`src/rtl/ahb_param_decoder.sv`:
```
// Parametrised AHB address decoder: per-master region decode, registered
// data-phase selects and a per-master default slave with an error counter.
module ahb_param_decoder #(
    parameter int NUM_MASTERS = 2,
    parameter int NUM_SLAVES  = 3,
    parameter int REGION_BITS = 4,
    parameter int CNT_W       = 8
) (
    input  logic                              HCLK,
    input  logic                              HRESET,
    input  logic [NUM_MASTERS*32-1:0]         HADDR,
    input  logic [NUM_MASTERS*2-1:0]          HTRANS,
    input  logic [NUM_MASTERS-1:0]            HREADY,
    input  logic [NUM_MASTERS-1:0]            ERR_CLR,
    output logic [NUM_MASTERS*NUM_SLAVES-1:0] HSEL,
    output logic [NUM_MASTERS*NUM_SLAVES-1:0] HSEL_DP,
    output logic [NUM_MASTERS-1:0]            HSEL_DEF_DP,
    output logic [NUM_MASTERS-1:0]            DEF_HREADYOUT,
    output logic [NUM_MASTERS-1:0]            DEF_HRESP,
    output logic [NUM_MASTERS*CNT_W-1:0]      ERR_CNT
);

    // State encoding doubles as the output register: bit0 = HREADYOUT, bit1 = HRESP.
    localparam logic [1:0] S_IDLE = 2'b01;
    localparam logic [1:0] S_ERR1 = 2'b10;
    localparam logic [1:0] S_ERR2 = 2'b11;
    localparam logic [CNT_W-1:0] CNT_MAX = '1;

    genvar m, s;
    generate
        for (m = 0; m < NUM_MASTERS; m++) begin : g_m
            logic [REGION_BITS-1:0] w_region;
            logic [NUM_SLAVES-1:0]  w_hsel;
            logic                   w_miss;
            logic                   w_act;
            logic [1:0]             w_state_nxt;
            logic [1:0]             r_state;
            logic [NUM_SLAVES-1:0]  r_hsel_dp;
            logic                   r_def_dp;
            logic [CNT_W-1:0]       r_cnt;

            assign w_region = HADDR[m*32+32-REGION_BITS +: REGION_BITS];

            for (s = 0; s < NUM_SLAVES; s++) begin : g_s
                assign w_hsel[s] = (w_region == REGION_BITS'(s));
            end

            assign w_miss = ~|w_hsel;
            assign w_act  = HREADY[m] & HTRANS[m*2+1] & w_miss;

            always_comb begin
                w_state_nxt = r_state;
                case (r_state)
                    S_IDLE:  if (w_act) w_state_nxt = S_ERR1;
                    S_ERR1:  w_state_nxt = S_ERR2;
                    S_ERR2:  w_state_nxt = w_act ? S_ERR1 : S_IDLE;
                    default: w_state_nxt = S_IDLE;
                endcase
            end

            always_ff @(posedge HCLK or posedge HRESET) begin
                if (HRESET) r_state <= S_IDLE;
                else        r_state <= w_state_nxt;
            end

            always_ff @(posedge HCLK or posedge HRESET) begin
                if (HRESET) begin
                    r_hsel_dp <= '0;
                    r_def_dp  <= 1'b0;
                end else if (HREADY[m]) begin
                    r_hsel_dp <= w_hsel;
                    r_def_dp  <= w_miss;
                end
            end

            // Every ERR1 leaves for ERR2 on the next edge, so count on ERR1 residency.
            always_ff @(posedge HCLK or posedge HRESET) begin
                if (HRESET)                                 r_cnt <= '0;
                else if (ERR_CLR[m])                        r_cnt <= '0;
                else if (r_state == S_ERR1 && r_cnt != CNT_MAX) r_cnt <= r_cnt + 1'b1;
            end

            assign HSEL[m*NUM_SLAVES +: NUM_SLAVES]    = w_hsel;
            assign HSEL_DP[m*NUM_SLAVES +: NUM_SLAVES] = r_hsel_dp;
            assign HSEL_DEF_DP[m]                      = r_def_dp;
            assign DEF_HREADYOUT[m]                    = r_state[0];
            assign DEF_HRESP[m]                        = r_state[1];
            assign ERR_CNT[m*CNT_W +: CNT_W]           = r_cnt;
        end
    endgenerate

endmodule
```
`config.mk`:
```
export PLATFORM = sky130hd
export DESIGN_NAME = ahb_param_decoder
export DESIGN_NICKNAME = d
export VERILOG_FILES = /design/src/rtl/ahb_param_decoder.sv
export SDC_FILE = /design/constraint.sdc
export NUM_CORES = 1
export LEC_CHECK = 0
export ABC_CLOCK_PERIOD_IN_PS = 1700
export CAP_MARGIN = 20
export CORE_ASPECT_RATIO = 0.8
export CORE_UTILIZATION = 33
export DETAILED_ROUTE_END_ITERATION = 8
export GPL_ROUTABILITY_DRIVEN = 0
export GPL_TIMING_DRIVEN = 0
export PLACE_DENSITY = 0.8
export REMOVE_ABC_BUFFERS = 1
export SETUP_SLACK_MARGIN = 0.1
export SYNTH_ARGS = -nofsm -noshare
export SYNTH_HDL_FRONTEND = slang
export SYNTH_SLANG_ARGS = --single-unit
```
`constraint.sdc`:
```
create_clock -name HCLK -period 1.7 [get_ports HCLK]
set_input_delay 0.425 -clock HCLK [delete_from_list [all_inputs] [get_ports HCLK]]
set_output_delay 0.425 -clock HCLK [all_outputs]
set_load 0.03 [all_outputs]
```
==> flow_results.xml <==
<?xml version="1.0" encoding="UTF-8"?>
<metrics>
  <group name="critical_path">
    <metric name="worstPathMaxFanout" unit="">4</metric>
    <metric name="crit_arrival" unit="ns">1.84</metric>
    <metric name="critPathCaptureType" unit="">flop</metric>
    <metric name="worstPathBufferInverterCount" unit="">0</metric>
    <metric name="setup.worst_path.start" unit="">g_m[1].r_cnt[0]</metric>
    <metric name="r2r-end" unit="">g_m[1].r_cnt[3]</metric>
    <metric name="critPathRequiredTime" unit="ns">1.92</metric>
    <metric name="crit_path_start_kind" unit="">flop</metric>
    <metric name="crit_family" unit="">compound AO/OA/AOI/OAI gates</metric>
    <metric name="worst-r2r-cell-count" unit="">4</metric>
    <metric name="critical_path_depth" unit="">4</metric>
    <metric name="crit_path_end" unit="">g_m[1].r_cnt[3]</metric>
    <metric name="register_to_register_setup_slack" unit="ns">0.08</metric>
    <metric name="critical-path-slowest-cell" unit="">sky130_fd_sc_hd__o311ai_0</metric>
    <metric name="worst_path_largest_cell_delay" unit="ns">0.53</metric>
    <metric name="critical_path.reg2reg.startpoint" unit="">g_m[1].r_cnt[0]</metric>
    <metric name="cp_cell_sequence" unit="">ha_2 &gt; nand2_1 &gt; o311ai_0 &gt; o211a_1</metric>
    <metric name="path_class" unit="">flop to flop</metric>
  </group>
  <group name="finish">
    <metric name="num-nets-final" unit="">255</metric>
    <metric name="final_area" unit="µm²">2040</metric>
    <metric name="drive_gt1_share" unit="%">29.8</metric>
    <metric name="fin_cells" unit="">233</metric>
    <metric name="area.growth.synth_to_final" unit="%">47.6</metric>
    <metric name="regArea" unit="µm²">706</metric>
    <metric name="multiInputGateArea" unit="µm²">762</metric>
    <metric name="diodes" unit="">0</metric>
    <metric name="final.fill_count" unit="">373</metric>
  </group>
  <group name="grt">
    <metric name="grt-ovfl-total" unit="">0</metric>
    <metric name="grt_usage" unit="%">16.3</metric>
    <metric name="number_of_antenna_violations_at_the_first_check_in_global_routing" unit="">0</metric>
    <metric name="pin_count_of_the_biggest_net_entering_global_routing" unit="">17</metric>
    <metric name="global_route_wire_length_before_repair" unit="µm">5490</metric>
    <metric name="grt_pass1_vias" unit="">1191</metric>
  </group>
  <group name="min_path">
    <metric name="min-delay-path-class" unit="">input port to asynchronous set/reset pin</metric>
  </group>
  <group name="sta">
    <metric name="final.setup_skew" unit="ns">0.00214</metric>
    <metric name="max_clock_freq" unit="GHz">0.616</metric>
    <metric name="slew_headroom" unit="%">61.4</metric>
    <metric name="worst_pin_slew" unit="ns">0.578</metric>
    <metric name="final_count_of_hold_timing_violations" unit="">0</metric>
    <metric name="fin_tns_setup" unit="ns">0</metric>
    <metric name="grt_setup_unrepaired" unit="">yes</metric>
    <metric name="slew_viol_final" unit="">0</metric>
    <metric name="period_minus_slack" unit="ns">1.62</metric>
    <metric name="fin_worst_hold_slack" unit="ns">0.511</metric>
    <metric name="period_share" unit="%">95.4</metric>
    <metric name="setup_viol_count_final" unit="">0</metric>
  </group>
  <group name="detailed_routing">
    <metric name="dr.first_iter.drc_count" unit="">28</metric>
    <metric name="num_vias" unit="">1225</metric>
    <metric name="overall_routed_net_length" unit="µm">3380</metric>
    <metric name="post_drt_wl_per_cell" unit="µm">14.5</metric>
    <metric name="drc_violations_left" unit="">0</metric>
    <metric name="count_of_tritonroute_iterations_in_the_first_routing_pass" unit="">4</metric>
    <metric name="antenna_violating_nets_post_route" unit="">0</metric>
    <metric name="post_drt_via_cell_ratio" unit="">5.26</metric>
  </group>
  <group name="place">
    <metric name="dp_hpwl" unit="µm">2330</metric>
    <metric name="detailed_place.area" unit="µm²">1950</metric>
    <metric name="place.port_buffers" unit="">49</metric>
    <metric name="numPlacedInstances" unit="">227</metric>
  </group>
  <group name="clock_network">
    <metric name="cts_root_buffer" unit="">sky130_fd_sc_hd__clkbuf_8</metric>
    <metric name="clkTransAtPathRegs" unit="ns">0.10</metric>
    <metric name="cts_inserted_buffers" unit="">3</metric>
    <metric name="post_cts_hold_buffer_count" unit="">0</metric>
    <metric name="clock_tree.htree_level_count" unit="">1</metric>
    <metric name="clock_tree.buffer_depth" unit="">2</metric>
    <metric name="cts_num_sinks" unit="">28</metric>
    <metric name="clock_tree_from_tritoncts" unit="">done</metric>
    <metric name="clk_latency" unit="ns">0.28</metric>
  </group>
  <group name="floorplan">
    <metric name="initial_core_utilization" unit="%">35.4</metric>
    <metric name="die_width" unit="µm">74.3</metric>
    <metric name="core.rowCount" unit="">20</metric>
    <metric name="floorplan.core_area" unit="µm²">3900</metric>
    <metric name="num_io_pins" unit="">108</metric>
    <metric name="die_span_y" unit="µm">59.9</metric>
    <metric name="design.die.area" unit="µm²">4450</metric>
  </group>
  <group name="logic_synthesis">
    <metric name="dominant_synthesized_flop_cell" unit="">sky130_fd_sc_hd__dfrtp_1</metric>
    <metric name="synth_seq_cells" unit="">28</metric>
    <metric name="mappedNetlistArea" unit="µm²">1380</metric>
    <metric name="synth_enable_flop_cells" unit="">0</metric>
    <metric name="post_synth_inst_count" unit="">125</metric>
    <metric name="yosysSeqAreaShare" unit="%">50.9</metric>
    <metric name="yosysWarningCount" unit="">0</metric>
    <metric name="synth_area_per_cell" unit="µm²">11.1</metric>
    <metric name="synth_async_sr_flop_share" unit="%">100</metric>
    <metric name="synth_cell_type_count" unit="">37</metric>
  </group>
  <group name="power">
    <metric name="vdd_drop_max" unit="mV">0.406</metric>
    <metric name="power.leakage" unit="nW">0.969</metric>
    <metric name="fin_total_pwr" unit="mW">1.31</metric>
    <metric name="pwr_density_cell" unit="nW/µm²">641</metric>
  </group>
  <group name="flow_run">
    <metric name="drv.max_cap_violation_count" unit="">0</metric>
  </group>
  <group name="run_status">
    <metric name="run_status" unit="">complete, no violations</metric>
  </group>
</metrics>
## worst min-delay path by stage
stage                     endpoint  slack, ns  cells past startpoint
5_1_grt        g_m[0].r_hsel_dp[2]       0.54                      1
3_3_place_gp   g_m[0].r_hsel_dp[2]       0.49                      1
4_1_cts        g_m[0].r_hsel_dp[0]       0.51                      1
3_5_place_dp   g_m[0].r_hsel_dp[0]       0.49                      1
2_1_floorplan      g_m[0].r_cnt[0]       0.49                      1
6_report       g_m[0].r_hsel_dp[0]       0.51                      2
## sequential cells by signal (all words and copies together) (netlist names)
signal and cells:
g_m.r_cnt 16, g_m.r_hsel_dp 6, g_m.r_state 4, g_m.r_def_dp 2
## worst register-to-register path: stages (launching register included)
cell and delay (ns):
sky130_fd_sc_hd__dfrtp_1 0.42, sky130_fd_sc_hd__ha_2 0.24, sky130_fd_sc_hd__nand2_1 0.14, sky130_fd_sc_hd__o311ai_0 0.53, sky130_fd_sc_hd__o211a_1 0.24
## cell usage after synthesis (2+ instances only)
| cell type | n | area (µm²) |
|---|---|---|
| sky130_fd_sc_hd__buf_4 | 2 | 15.0 |
| sky130_fd_sc_hd__mux2i_1 | 4 | 40.0 |
| sky130_fd_sc_hd__nand3_1 | 6 | 30.0 |
| sky130_fd_sc_hd__ha_1 | 2 | 25.0 |
| sky130_fd_sc_hd__o211ai_1 | 3 | 22.5 |
| sky130_fd_sc_hd__nor4_1 | 3 | 18.8 |
| sky130_fd_sc_hd__xor2_1 | 4 | 35.0 |
| sky130_fd_sc_hd__nand2_1 | 7 | 26.3 |
| sky130_fd_sc_hd__mux2_2 | 6 | 67.6 |
| sky130_fd_sc_hd__a211oi_1 | 3 | 22.5 |
| sky130_fd_sc_hd__dfrtp_1 | 26 | 651 |
| sky130_fd_sc_hd__a31oi_1 | 2 | 12.5 |
| sky130_fd_sc_hd__nor3_1 | 4 | 20.0 |
| sky130_fd_sc_hd__o211a_1 | 3 | 30.0 |
| sky130_fd_sc_hd__nor4b_1 | 4 | 35.0 |
| sky130_fd_sc_hd__nand2b_1 | 2 | 12.5 |
| sky130_fd_sc_hd__a21oi_1 | 3 | 15.0 |
| sky130_fd_sc_hd__dfstp_2 | 2 | 52.6 |
| sky130_fd_sc_hd__nor2_1 | 15 | 56.3 |
| sky130_fd_sc_hd__nand4b_1 | 3 | 26.3 |
| sky130_fd_sc_hd__nand3b_1 | 2 | 15.0 |
| sky130_fd_sc_hd__inv_1 | 3 | 11.3 |
| sky130_fd_sc_hd__nor2b_1 | 2 | 12.5 |
## routing by layer
metal | wire (µm) | track usage [%]
met1 | 1500 | 20.4
met2 | 1630 | 28.1
met3 | 189 | 5.06
met4 | 55 | 3.23
met5 | 0 | 0
## stage by stage
step	utilization [%]	setup slack, ns
4_1_cts	52.5	0.0393
6_report	52.2	0.0779
3_3_place_gp	49.2	-0.774
3_5_place_dp	49.9	-0.811
2_1_floorplan	-	-0.272
5_1_grt	52.2	0.0641
## layout by cell type, fill, tap and decap left out, types with 2 or more instances in the layout
master / count
sky130_fd_sc_hd__clkdlybuf4s15_2: 2
sky130_fd_sc_hd__a211oi_1: 3
sky130_fd_sc_hd__nand2_1: 7
sky130_fd_sc_hd__nor4b_4: 4
sky130_fd_sc_hd__clkdlybuf4s50_1: 7
sky130_fd_sc_hd__dlygate4sd2_1: 18
sky130_fd_sc_hd__clkdlybuf4s15_1: 3
sky130_fd_sc_hd__nor3_1: 4
sky130_fd_sc_hd__xor2_1: 4
sky130_fd_sc_hd__nand2b_1: 2
sky130_fd_sc_hd__buf_4: 7
sky130_fd_sc_hd__mux2_2: 6
sky130_fd_sc_hd__clkbuf_8: 4
sky130_fd_sc_hd__nor2_1: 15
sky130_fd_sc_hd__clkbuf_2: 7
sky130_fd_sc_hd__a21oi_1: 3
sky130_fd_sc_hd__dfrtp_1: 24
sky130_fd_sc_hd__inv_1: 3
sky130_fd_sc_hd__dfrtp_2: 2
sky130_fd_sc_hd__mux2i_1: 4
sky130_fd_sc_hd__buf_2: 6
sky130_fd_sc_hd__dfstp_2: 2
sky130_fd_sc_hd__nor2b_1: 2
sky130_fd_sc_hd__nand3b_1: 2
sky130_fd_sc_hd__o211a_1: 3
sky130_fd_sc_hd__nand3_1: 6
sky130_fd_sc_hd__nand4b_1: 3
sky130_fd_sc_hd__a31oi_1: 2
sky130_fd_sc_hd__nor4_4: 2
sky130_fd_sc_hd__o211ai_1: 3
## area by class of cell
cell class	instances	share of cell area, %
multi-input cells	91	37.4
flip-flops and latches	28	34.6
repair buffers	52	21.4
well taps	55	3.37
clock buffers	4	2.70
inverters	3	0.552
## repair_timing
item | in CTS | in global routing
gates resized for setup | 114 | 26
buffers inserted | 1 | 1
pin swaps | 5 | 5
endpoints found under the setup margin | 35 | 19
## power by group
group / total [mW] / switching, mW / internal, mW
logic: 0.192 / 0.114 / 0.0777
clock network: 0.420 / 0.212 / 0.208
registers: 0.697 / 0.0123 / 0.684
total: 1.31 / 0.338 / 0.970
## logic make-up after synthesis
kind of cell | share of synthesized area (%)
multiplexers | 7.79
flip-flops | 50.9
buffers and inverters | 2.17
XOR/XNOR | 2.54
adder cells (fa/ha/maj) | 1.81
AND/OR/NAND/NOR | 22.9
AO/OA/AOI/OAI | 11.9
Power figures use the tool's default switching activity.
